===== src/rtl/cplx_pkg.sv =====
// Shared types and helpers for the complex datapath: FSM state encoding, product width,
// and a saturating add reused by the accumulator and future MAC stages.
package cplx_pkg;

  typedef enum logic {ACCUM = 1'b0, HOLD = 1'b1} acc_state_e;

  // Widest component sum sat_add can handle; callers sign-extend into this width.
  localparam int SAT_W = 64;

  function automatic int in_w(input int width);
    return 2 * width;
  endfunction

  // Returns {sat_flag, result}; result is clamped to the signed range of w bits.
  function automatic logic [SAT_W:0] sat_add(input logic [SAT_W-1:0] a,
                                             input logic [SAT_W-1:0] b,
                                             input int unsigned w);
    logic signed [SAT_W:0] sum;
    logic signed [SAT_W:0] hi;
    logic signed [SAT_W:0] lo;
    sum = $signed({a[SAT_W-1], a}) + $signed({b[SAT_W-1], b});
    hi  = (SAT_W+1)'(1) << (w - 1);
    hi  = hi - (SAT_W+1)'(1);
    lo  = ~hi;
    if (sum > hi) begin
      return {1'b1, hi[SAT_W-1:0]};
    end else if (sum < lo) begin
      return {1'b1, lo[SAT_W-1:0]};
    end else begin
      return {1'b0, sum[SAT_W-1:0]};
    end
  endfunction

endpackage


===== src/rtl/cplx_sat_adder.sv =====
// One signed component add: accumulator + sign-extended product. Saturates and flags
// overflow when CPLX_ACC_SAT_EN is defined, otherwise wraps at ACC_W bits.
module cplx_sat_adder
  import cplx_pkg::*;
#(
  parameter int IN_W  = 32,
  parameter int ACC_W = 35
) (
  input  logic [ACC_W-1:0] acc,
  input  logic [IN_W-1:0]  smp,
  output logic [ACC_W-1:0] sum,
  output logic             ovf
);

`ifdef CPLX_ACC_SAT_EN
  logic [SAT_W:0] res;

  assign res = sat_add(SAT_W'($signed(acc)), SAT_W'($signed(smp)), ACC_W);
  assign sum = res[ACC_W-1:0];
  // Bits above ACC_W are pure sign copies after clamping; folding them in keeps every bit used.
  assign ovf = res[SAT_W] | (|(res[SAT_W-1:ACC_W] ^ {(SAT_W-ACC_W){res[ACC_W-1]}}));
`else
  // Wrap mode only keeps the low ACC_W bits of the wide sum, so add at ACC_W directly.
  assign sum = acc + ACC_W'($signed(smp));
  assign ovf = 1'b0;
`endif

endmodule


===== src/rtl/cplx_frame_acc.sv =====
// Frame accumulator: sums FRAME_LEN complex products and holds the result on a valid/ready
// output. Optional saturation and sticky ovf flag under CPLX_ACC_SAT_EN.
module cplx_frame_acc
  import cplx_pkg::*;
#(
  parameter int WIDTH     = 16,
  parameter int FRAME_LEN = 8,
  parameter int ACC_W     = 2 * WIDTH + $clog2(FRAME_LEN),
  localparam int IN_W     = in_w(WIDTH)
) (
  input  logic             clk,
  input  logic             rst_n,
  input  logic             in_valid,
  output logic             in_ready,
  input  logic [IN_W-1:0]  in_real,
  input  logic [IN_W-1:0]  in_imag,
  input  logic             clear,
  output logic             out_valid,
  input  logic             out_ready,
  output logic [ACC_W-1:0] out_real,
  output logic [ACC_W-1:0] out_imag,
  output logic             ovf,
  output logic             dbg_state
);

  localparam int CNT_W = $clog2(FRAME_LEN);
  localparam logic [CNT_W-1:0] LAST = CNT_W'(FRAME_LEN - 1);

  // Handshake: a transfer happens on a rising edge where valid && ready. in_ready and
  // out_valid depend only on state, so out_ready never reaches in_ready combinationally.
  acc_state_e       state_q, state_d;
  logic [ACC_W-1:0] acc_re_q, acc_re_d, acc_im_q, acc_im_d;
  logic [ACC_W-1:0] out_re_q, out_re_d, out_im_q, out_im_d;
  logic [CNT_W-1:0] count_q, count_d;
  logic             ovf_q, ovf_d;
  logic [ACC_W-1:0] sum_re, sum_im;
  logic             ovf_re, ovf_im;

  cplx_sat_adder #(.IN_W(IN_W), .ACC_W(ACC_W)) u_add_re (
    .acc(acc_re_q), .smp(in_real), .sum(sum_re), .ovf(ovf_re)
  );

  cplx_sat_adder #(.IN_W(IN_W), .ACC_W(ACC_W)) u_add_im (
    .acc(acc_im_q), .smp(in_imag), .sum(sum_im), .ovf(ovf_im)
  );

  always_comb begin
    state_d  = state_q;
    acc_re_d = acc_re_q;
    acc_im_d = acc_im_q;
    out_re_d = out_re_q;
    out_im_d = out_im_q;
    count_d  = count_q;
    ovf_d    = ovf_q;
    case (state_q)
      ACCUM: begin
        // clear takes priority, so a sample offered alongside it is dropped.
        if (clear) begin
          acc_re_d = '0;
          acc_im_d = '0;
          count_d  = '0;
        end else if (in_valid) begin
          ovf_d = ovf_q | ovf_re | ovf_im;
          if (count_q == LAST) begin
            out_re_d = sum_re;
            out_im_d = sum_im;
            acc_re_d = '0;
            acc_im_d = '0;
            count_d  = '0;
            state_d  = HOLD;
          end else begin
            acc_re_d = sum_re;
            acc_im_d = sum_im;
            count_d  = count_q + CNT_W'(1);
          end
        end
      end
      HOLD: begin
        if (out_ready) state_d = ACCUM;
      end
      default: state_d = ACCUM;
    endcase
  end

  always_ff @(posedge clk or negedge rst_n) begin
    if (!rst_n) begin
      state_q  <= ACCUM;
      acc_re_q <= '0;
      acc_im_q <= '0;
      out_re_q <= '0;
      out_im_q <= '0;
      count_q  <= '0;
      ovf_q    <= 1'b0;
    end else begin
      state_q  <= state_d;
      acc_re_q <= acc_re_d;
      acc_im_q <= acc_im_d;
      out_re_q <= out_re_d;
      out_im_q <= out_im_d;
      count_q  <= count_d;
      ovf_q    <= ovf_d;
    end
  end

  assign in_ready  = (state_q == ACCUM);
  assign out_valid = (state_q == HOLD);
  assign out_real  = out_re_q;
  assign out_imag  = out_im_q;
  assign ovf       = ovf_q;
  assign dbg_state = state_q;

endmodule


===== config.mk =====
export PLATFORM = sky130hd
export DESIGN_NAME = cplx_frame_acc
export DESIGN_NICKNAME = d
export VERILOG_FILES = /design/src/rtl/cplx_pkg.sv /design/src/rtl/cplx_sat_adder.sv /design/src/rtl/cplx_frame_acc.sv
export SDC_FILE = /design/constraint.sdc
export NUM_CORES = 1
export LEC_CHECK = 0
export CORE_ASPECT_RATIO = 0.9
export CORE_MARGIN = 2
export CORE_UTILIZATION = 71
export DETAILED_ROUTE_END_ITERATION = 7
export DONT_BUFFER_PORTS = 1
export PLACE_DENSITY = 0.87
export SYNTH_ARGS = -nofsm -noshare
export SYNTH_HDL_FRONTEND = slang
export SYNTH_HIERARCHICAL = 1
export SYNTH_SLANG_ARGS = --single-unit

===== constraint.sdc =====
create_clock -name clk -period 7.9 [get_ports clk]
set_input_delay 1.58 -clock clk [delete_from_list [all_inputs] [get_ports clk]]
set_output_delay 1.58 -clock clk [all_outputs]
set_load 0.01 [all_outputs]

==> flow_metrics.py, run 1 <==
metrics = {
    "status": {
        "outcome": "finished clean",
    },
    "routing": {
        "wl_mm": 28.0,
        "route.detailed.drc": 0,
        "drt_iter0_drc": 863,
        "drtAntennaViolNets": 0,
        "wl_per_cell_um": 21.7,
        "num_vias": 8858,
        "first_pass_iters": 6,
        "drt-vias-per-instance": 6.85,
    },
    "pwr": {
        "power.total_mw": 2.82,
        "max-vdd-ir-drop_mv": 0.163,
        "power.density_nw_per_um2": 239,
        "p_leak_nw": 5.21,
    },
    "placement": {
        "pre_cts_ws_ps": 3600,
        "place_hpwl_mm": 18.4,
        "dp_cells": 1261,
        "gp_congestion": 0.921,
        "placed_cell_area_um2": 11200,
        "portBuffers": 0,
    },
    "synthesis": {
        "synth_edf_count": 0,
        "synthDistinctLibCells": 80,
        "netlist_instances": 1126,
        "synth_area_um2": 11400,
        "synth_area_leader_cell": "dfrtp_1",
        "synth_fp_nets": 1268,
        "avgSynthCellArea_um2": 10.1,
        "yosys_register_bits": 145,
        "synth_top_area_frac": 0.318,
        "synth_async_sr_flop_share": 1.00,
        "synth_common_cells": "dfrtp_1, nand2_1, inv_1",
        "yosysWarnings": 6,
        "synth_most_common_cell": "dfrtp_1",
        "synth_seq_area_share": 0.318,
        "synth_area_leaders": "dfrtp_1, mux2_4, ha_1, nand4bb_1, o221ai_2",
        "synth_ff_type": "dfrtp_1",
    },
    "timing": {
        "worst_pin_slew_ps": 1070,
        "period_needed_ps": 3980,
        "fmax_ghz": 0.251,
        "slew_headroom": 0.289,
        "fin_crit_sh": 0.504,
        "hold_viol_final": 0,
        "skew_ps": 11.6,
        "setup_tns_ps": 0,
        "fin_ws_ps": 3920,
        "rsz0062_at_grt": "no",
        "maxSlewViolCount": 0,
        "setup_violations": 0,
        "hold_ws_ps": 526,
    },
    "die": {
        "die_area_um2": 17100,
        "initial_utilization": 0.735,
        "core_area_um2": 15500,
        "row_count": 43,
        "die_y_um": 124,
        "die_x_um": 138,
        "io_pins": 143,
    },
    "clocking": {
        "numCtsBuffers": 17,
        "insertion_delay_ps": 430,
        "htree_levels": 4,
        "cts_tree": "built",
        "ctsResizeCount": 0,
        "cts-root-buf": "clkbuf_16",
        "cts_hold_buffers": 0,
        "post_cts_buffers": 0,
        "cts_buffer_depth": 2,
        "cts_sinks": 145,
        "clk_pin_slew_ps": 60,
    },
    "worst_setup_path": {
        "startpoint": "in_real[0]",
        "slowest_delay_ps": 400,
        "crit_fanout": 3,
        "arrival_ps": 4320,
        "worstPathCellList": "ha_1 -> inv_1 -> fa_1 -> nor2b_1 -> o21bai_4 -> a21oi_1 -> o41ai_4 -> o21bai_1 -> a41oi_1 -> xnor2_1 -> nand4bb_1 -> o221ai_1",
        "crit_family": "compound AO/OA/AOI/OAI gates",
        "cp_slowest_cell": "fa_1",
        "path_buf_inv": 1,
        "crit_type": "in -> reg",
        "worstPathRequired_ps": 8240,
        "critPathLaunchType": "input pin",
        "end_kind": "flop",
        "timing.rr.start": "count_q[0]$_DFFE_PN0P_",
    },
    "global_route": {
        "track_usage": 0.333,
        "grt_pass1_wl_mm": 45.7,
        "overflow": 0,
        "grt_start_max_net_pins": 146,
        "grt_pass1_vias": 8964,
        "antenna_found_initial": 0,
    },
    "layout": {
        "drive_above_1_share": 0.159,
        "antenna_cells": 0,
        "final_cells": 1293,
        "nets": 1220,
        "num-fill-cells": 1052,
        "area_growth_pct": 3.44,
        "postLayoutCoreUtil": 0.760,
        "design_area_um2": 11800,
    },
    "worst_hold_path": {
        "hold_path_class": "reg -> reg",
        "hold_start": "acc_im_q[29]$_DFFE_PN0P_",
    },
    "job": {
        "cap_viol_max_count": 0,
    },
}
cells in the final DEF, fill, tap and decap left out, types with 5 or more instances in the layout:
master | Yosys | final
a211oi_1 | 5 | 5
a21o_1 | 36 | 36
a21oi_1 | 66 | 66
a31oi_1 | 7 | 7
and3_1 | 8 | 8
and4_1 | 6 | 6
clkbuf_16 | 0 | 17
dfrtp_1 | 145 | 144
ha_1 | 71 | 70
inv_1 | 93 | 93
mux2_4 | 70 | 70
nand2_1 | 131 | 131
nand2b_1 | 6 | 6
nand3_1 | 14 | 14
nand4_1 | 11 | 11
nand4bb_1 | 71 | 71
nor2_1 | 31 | 31
nor2b_1 | 8 | 8
nor3_1 | 5 | 5
o211ai_1 | 7 | 7
o21ai_0 | 37 | 37
o21bai_1 | 9 | 9
o221ai_1 | 37 | 37
o221ai_2 | 38 | 38
xnor2_1 | 39 | 39
xor2_1 | 25 | 25
worst paths after layout:
path	slack, ps	depth (start not counted)	end
min in group asynchronous	840	0	acc_im_q[3]$_DFFE_PN0P_
max reg2reg	4470	6	out_real[3]$_DFFE_PN0P_
min	530	2	acc_im_q[29]$_DFFE_PN0P_
min reg2reg	530	2	acc_im_q[29]$_DFFE_PN0P_
max in group asynchronous	6850	0	dbg_state$_DFF_PN0_
max	3920	12	acc_re_q[20]$_DFFE_PN0P_
power by group:
part	switching [mW]	internal (mW)	total [mW]
clock	0.322	0.553	0.875
combinational	0.589	0.434	1.02
sequential	0.0923	0.834	0.926
total	1.00	1.82	2.82
metal layers:
metal / up-vias / track usage / routed length [um]
met5: - / 0 / 0
li1: 4057 / - / -
met4: 0 / 0.126 / 769
met2: 390 / 0.517 / 13100
met3: 64 / 0.0826 / 2180
met1: 4347 / 0.448 / 11900
cell type report:
cell class	instances	area (um2)	area share
clock buffers	22	474	0.0401
clock inverters	10	158	0.0133
inverters	94	353	0.0299
multi-input cells	816	6920	0.585
flip-flops and latches	145	3630	0.307
well taps	202	253	0.0214
repair buffers	4	30.0	0.00254
worst min-delay path: stages, from the launching register on:
cell and delay (ps):
dfrtp_1 370, nand2_1 70, o221ai_2 50
state kept, by name, indices dropped and copies added, names as in the netlist:
name,cells
ovf,1
out_real,35
dbg_state,1
acc_im_q,35
count_q,3
acc_re_q,35
out_imag,35
cell families after synthesis:
kind of cell | count (synthesis) | share of synthesized area
and+or+nand+nor | 311 | 0.167
AOI/OAI and AO/OA | 293 | 0.212
buffers and inverters | 165 | 0.0777
DFF | 145 | 0.318
adders and majority gates | 73 | 0.0813
muxes | 73 | 0.0946
xor gates and xnor gates | 64 | 0.0491
other | 2 | 0.000657
No activity file was read; power rests on OpenSTA's default activity.
==> inputs of run 2 (changes only) <==
- CORE_UTILIZATION: 71 -> 59
- PLACE_DENSITY: 0.87 -> 0.78
- clock period: 7.9 -> 3.4 ns (I/O delays scaled with it)
==> flow_metrics.py, run 2 (same netlist as run 1, synthesis figures left out) <==
metrics = {
    "die": {
        "die_x_um": 151,
        "core_area_um2": 19100,
        "initial_utilization": 0.598,
        "row_count": 48,
        "die_y_um": 136,
        "io_pins": 143,
        "die_area_um2": 20500,
    },
    "timing": {
        "setup_violations": 0,
        "rsz0062_at_grt": "no",
        "hold_ws_ps": -50.3,
        "fmax_ghz": 0.329,
        "fin_crit_sh": 0.894,
        "maxSlewViolCount": 0,
        "worst_pin_slew_ps": 836,
        "skew_ps": 10.4,
        "slew_headroom": 0.443,
        "period_needed_ps": 3040,
        "setup_tns_ps": 0,
        "hold_viol_final": 145,
    },
    "clocking": {
        "post_cts_buffers": 0,
        "ctsResizeCount": 0,
        "insertion_delay_ps": 430,
        "cts_buffer_depth": 2,
        "cts-root-buf": "clkbuf_16",
        "cts_tree": "built",
        "htree_levels": 4,
        "cts_sinks": 145,
        "clk_pin_slew_ps": 60,
        "numCtsBuffers": 17,
    },
    "layout": {
        "nets": 1224,
        "drive_above_1_share": 0.161,
        "final_cell_mix": "dfrtp_1, nand2_1, inv_1",
        "area_growth_pct": 4.68,
        "layout_commonest_cell": "dfrtp_1",
        "antenna_cells": 0,
        "postLayoutCoreUtil": 0.626,
        "design_area_um2": 12000,
    },
    "status": {
        "outcome": "finished, violations left",
        "violations": "negative hold slack",
    },
    "worst_setup_path": {
        "timing.rr.start": "acc_re_q[25]$_DFFE_PN0P_",
        "cp_common_cell": "o221ai_1",
        "arrival_ps": 3380,
        "end_kind": "flop",
        "worstPathCellList": "ha_1 -> a2111oi_0 -> nand2b_1 -> o21ai_0 -> o22a_1 -> o31ai_1 -> o221ai_1 -> xnor2_1 -> nand4bb_1 -> o221ai_1",
        "cp_slowest_cell": "a2111oi_0",
        "slowest_delay_ps": 710,
        "r2r_slack_ps": 360,
        "critPathLaunchType": "flop",
        "reg2regPathDepth": 10,
        "crit_fanout": 8,
        "worstPathRequired_ps": 3740,
        "crit_type": "reg -> reg",
        "rr_endpoint": "acc_re_q[34]$_DFFE_PN0P_",
    },
    "routing": {
        "drtAntennaViolNets": 0,
        "first_pass_iters": 6,
        "route.detailed.drc": 0,
        "wl_mm": 27.5,
        "drt_iter0_drc": 541,
        "num_vias": 8564,
        "drt-vias-per-instance": 6.37,
        "wl_per_cell_um": 20.5,
    },
    "worst_hold_path": {
        "hold_path_class": "in -> async",
    },
    "job": {
        "cap_viol_max_count": 0,
    },
    "global_route": {
        "grt_use_met2": 0.437,
        "antenna_found_initial": 1,
        "grt_pass1_wl_mm": 44.4,
        "grt_start_max_net_pins": 146,
        "track_usage": 0.272,
        "use_met3": 0.0735,
        "grt_pass1_vias": 8469,
        "grt-busiest-layer": "met2",
        "use_met1": 0.360,
        "overflow": 0,
    },
    "placement": {
        "gp_congestion": 0.919,
        "placed_cell_area_um2": 11300,
        "portBuffers": 0,
        "place_hpwl_mm": 18.4,
    },
    "pwr": {
        "max-vdd-ir-drop_mv": 0.311,
        "power.total_mw": 6.70,
        "power.density_nw_per_um2": 560,
        "p_leak_nw": 5.25,
    },
}
-- run 2: cell type report --
class	instances	area, um2
fill	1562	7140
multi-input combinational	816	6920
sequential	145	3630
clock buffer	21	450
inverter	94	353
tap	250	313
clock inverter	11	233
timing repair buffer	8	60.1
-- run 2: worst max-delay path by stage --
| stage | startpoint | endpoint | slack (ps) | cells past startpoint |
|---|---|---|---|---|
| detailed placement | in_imag[0] | acc_im_q[30]$_DFFE_PN0P_ | 180 | 12 |
| finish | acc_re_q[25]$_DFFE_PN0P_ | acc_re_q[34]$_DFFE_PN0P_ | 360 | 10 |
| CTS | acc_re_q[25]$_DFFE_PN0P_ | acc_re_q[34]$_DFFE_PN0P_ | 400 | 10 |
| global route | acc_im_q[0]$_DFFE_PN0P_ | acc_im_q[32]$_DFFE_PN0P_ | 190 | 12 |
| floorplan | in_imag[0] | acc_im_q[30]$_DFFE_PN0P_ | 510 | 12 |
| global placement | in_imag[0] | acc_im_q[30]$_DFFE_PN0P_ | 220 | 12 |
-- run 2: per-stage QoR --
stage	cells	setup WS [ps]
2_1_floorplan	1126	507
3_3_place_gp	1313	219
3_5_place_dp	1313	184
4_1_cts	1345	402
5_1_grt	1345	192
6_report	1345	361
-- run 2: critical path: cells and delay by family, from the launching register on --
| kind | cells | cell delay [ps] |
|---|---|---|
| AO/OA/AOI/OAI | 6 | 1710 |
| flip-flops | 1 | 400 |
| XOR/XNOR | 1 | 180 |
| AND/OR/NAND/NOR | 2 | 230 |
| adder cells (fa/ha/maj) | 1 | 420 |
-- run 2: layer usage --
layer  wire length (um)  vias up
li1                   -     4060
met1              12100     4189
met2              12900      272
met3               1900       41
met4                563        2
met5                 13        -
-- run 2: report_power, final --
part / leakage [nW] / internal [mW] / switching, mW
Sequential: 1.95 / 1.94 / 0.213
Combinational: 2.97 / 1.01 / 1.34
Clock: 0.331 / 1.47 / 0.738
Total: 5.25 / 4.42 / 2.29
==> inputs of run 3 (changes only) <==
- REMOVE_ABC_BUFFERS: unset -> 1
==> flow_metrics.py, run 3 (same netlist as run 1, synthesis figures left out) <==
metrics = {
    "routing": {
        "drt-vias-per-instance": 6.40,
        "wl_per_cell_um": 20.6,
        "drt_iter0_drc": 607,
        "drtAntennaViolNets": 0,
        "route.detailed.drc": 0,
        "num_vias": 8606,
        "wl_mm": 27.6,
        "first_pass_iters": 5,
    },
    "placement": {
        "place_hpwl_mm": 18.2,
        "placed_cell_area_um2": 11300,
        "portBuffers": 0,
        "pre_cts_ws_ps": 189,
        "gp_congestion": 0.934,
        "dp_cells": 1312,
    },
    "worst_setup_path": {
        "crit_end": "acc_re_q[23]$_DFFE_PN0P_",
        "cp_slowest_cell": "a221oi_1",
        "reg2regPathDepth": 10,
        "arrival_ps": 3300,
        "worstPathRequired_ps": 3730,
        "crit_type": "reg -> reg",
        "r2r_slack_ps": 440,
        "worstPathCellList": "ha_1 -> a21o_1 -> a31o_2 -> o211ai_1 -> a21oi_2 -> a221oi_1 -> o21ai_0 -> xor2_1 -> nand4bb_1 -> o221ai_1",
        "rr_endpoint": "acc_re_q[23]$_DFFE_PN0P_",
        "end_kind": "flop",
        "startpoint": "acc_re_q[4]$_DFFE_PN0P_",
        "critPathLaunchType": "flop",
        "crit_fanout": 5,
        "slowest_delay_ps": 470,
        "timing.rr.start": "acc_re_q[4]$_DFFE_PN0P_",
    },
    "die": {
        "core_area_um2": 19100,
        "die_y_um": 136,
        "die_x_um": 151,
        "die_area_um2": 20500,
        "initial_utilization": 0.598,
        "row_count": 48,
        "io_pins": 143,
    },
    "clocking": {
        "clk_pin_slew_ps": 70,
        "htree_levels": 4,
        "cts-root-buf": "clkbuf_16",
        "cts_buffer_depth": 2,
        "cts_tree": "built",
        "cts_sinks": 145,
        "numCtsBuffers": 17,
        "insertion_delay_ps": 430,
    },
    "status": {
        "violations": "negative hold slack",
        "outcome": "finished, violations left",
    },
    "timing": {
        "setup_violations": 0,
        "rsz0062_at_grt": "no",
        "slew_headroom": 0.400,
        "setup_tns_ps": 0,
        "fin_ws_ps": 435,
        "hold_ws_ps": -53.6,
        "hold_viol_final": 145,
        "period_needed_ps": 2960,
        "skew_ps": 12.8,
        "fmax_ghz": 0.337,
        "fin_crit_sh": 0.872,
        "worst_pin_slew_ps": 901,
        "maxSlewViolCount": 0,
    },
    "layout": {
        "nets": 1223,
        "final_cell_mix": "dfrtp_1, nand2_1, inv_1",
        "layout_commonest_cell": "dfrtp_1",
        "final_cells": 1344,
        "area_growth_pct": 3.69,
        "antenna_cells": 0,
        "design_area_um2": 11800,
        "postLayoutCoreUtil": 0.620,
        "drive_above_1_share": 0.161,
    },
    "job": {
        "cap_viol_max_count": 0,
    },
    "global_route": {
        "track_usage": 0.272,
        "grt_start_max_net_pins": 146,
        "grt_pass1_vias": 8635,
        "antenna_found_initial": 0,
        "grt_pass1_wl_mm": 44.7,
        "overflow": 0,
    },
    "worst_hold_path": {
        "hold_path_class": "in -> async",
    },
    "pwr": {
        "max-vdd-ir-drop_mv": 0.340,
        "power.density_nw_per_um2": 534,
        "power.total_mw": 6.33,
        "p_leak_nw": 5.20,
    },
}
-- run 3: area by class of cell --
cell class / instances / area (um2)
inverter: 94 / 353
tap: 250 / 313
sequential: 145 / 3630
clock buffer: 21 / 460
clock inverter: 11 / 105
timing repair buffer: 7 / 65.1
fill: 1549 / 7250
multi-input combinational: 816 / 6920
-- run 3: critical path: cells and delay by family (launching register included) --
kind / cells / cell delay, ps
AO/OA/AOI/OAI: 7 / 1770
flip-flops: 1 / 400
adder cells (fa/ha/maj): 1 / 370
XOR/XNOR: 1 / 210
AND/OR/NAND/NOR: 1 / 120
-- run 3: report_power, final --
group	leakage [nW]	switching (mW)	internal, mW	total [mW]
clock network	0.278	0.779	1.05	1.83
registers	1.95	0.216	1.94	2.15
logic	2.97	1.33	1.01	2.34
total	5.20	2.33	4.00	6.33
-- run 3: timing repair --
action                                  in CTS  in global routing
hold endpoints to repair                   145                145
endpoints found under the setup margin       0                  0
resized for setup                            0                  0
buffers inserted                             0                  0
-- run 3: layer usage --
layer / global-route usage / wire length [um] / share of wire
met5: 0 / 0 / 0
met4: 0.0727 / 480 / 0.017
met3: 0.0644 / 1750 / 0.063
met2: 0.425 / 12500 / 0.45
met1: 0.379 / 12900 / 0.47
-- run 3: worst min path at each step --
| stage | end | slack (ps) | cells past startpoint |
|---|---|---|---|
| 2_1_floorplan | acc_im_q[0]$_DFFE_PN0P_ | 380 | 0 |
| 3_3_place_gp | ovf$_DFFE_PN0P_ | 390 | 0 |
| 3_5_place_dp | ovf$_DFFE_PN0P_ | 390 | 0 |
| 4_1_cts | ovf$_DFFE_PN0P_ | -70 | 0 |
| 5_1_grt | ovf$_DFFE_PN0P_ | -70 | 0 |
| 6_report | ovf$_DFFE_PN0P_ | -50 | 0 |
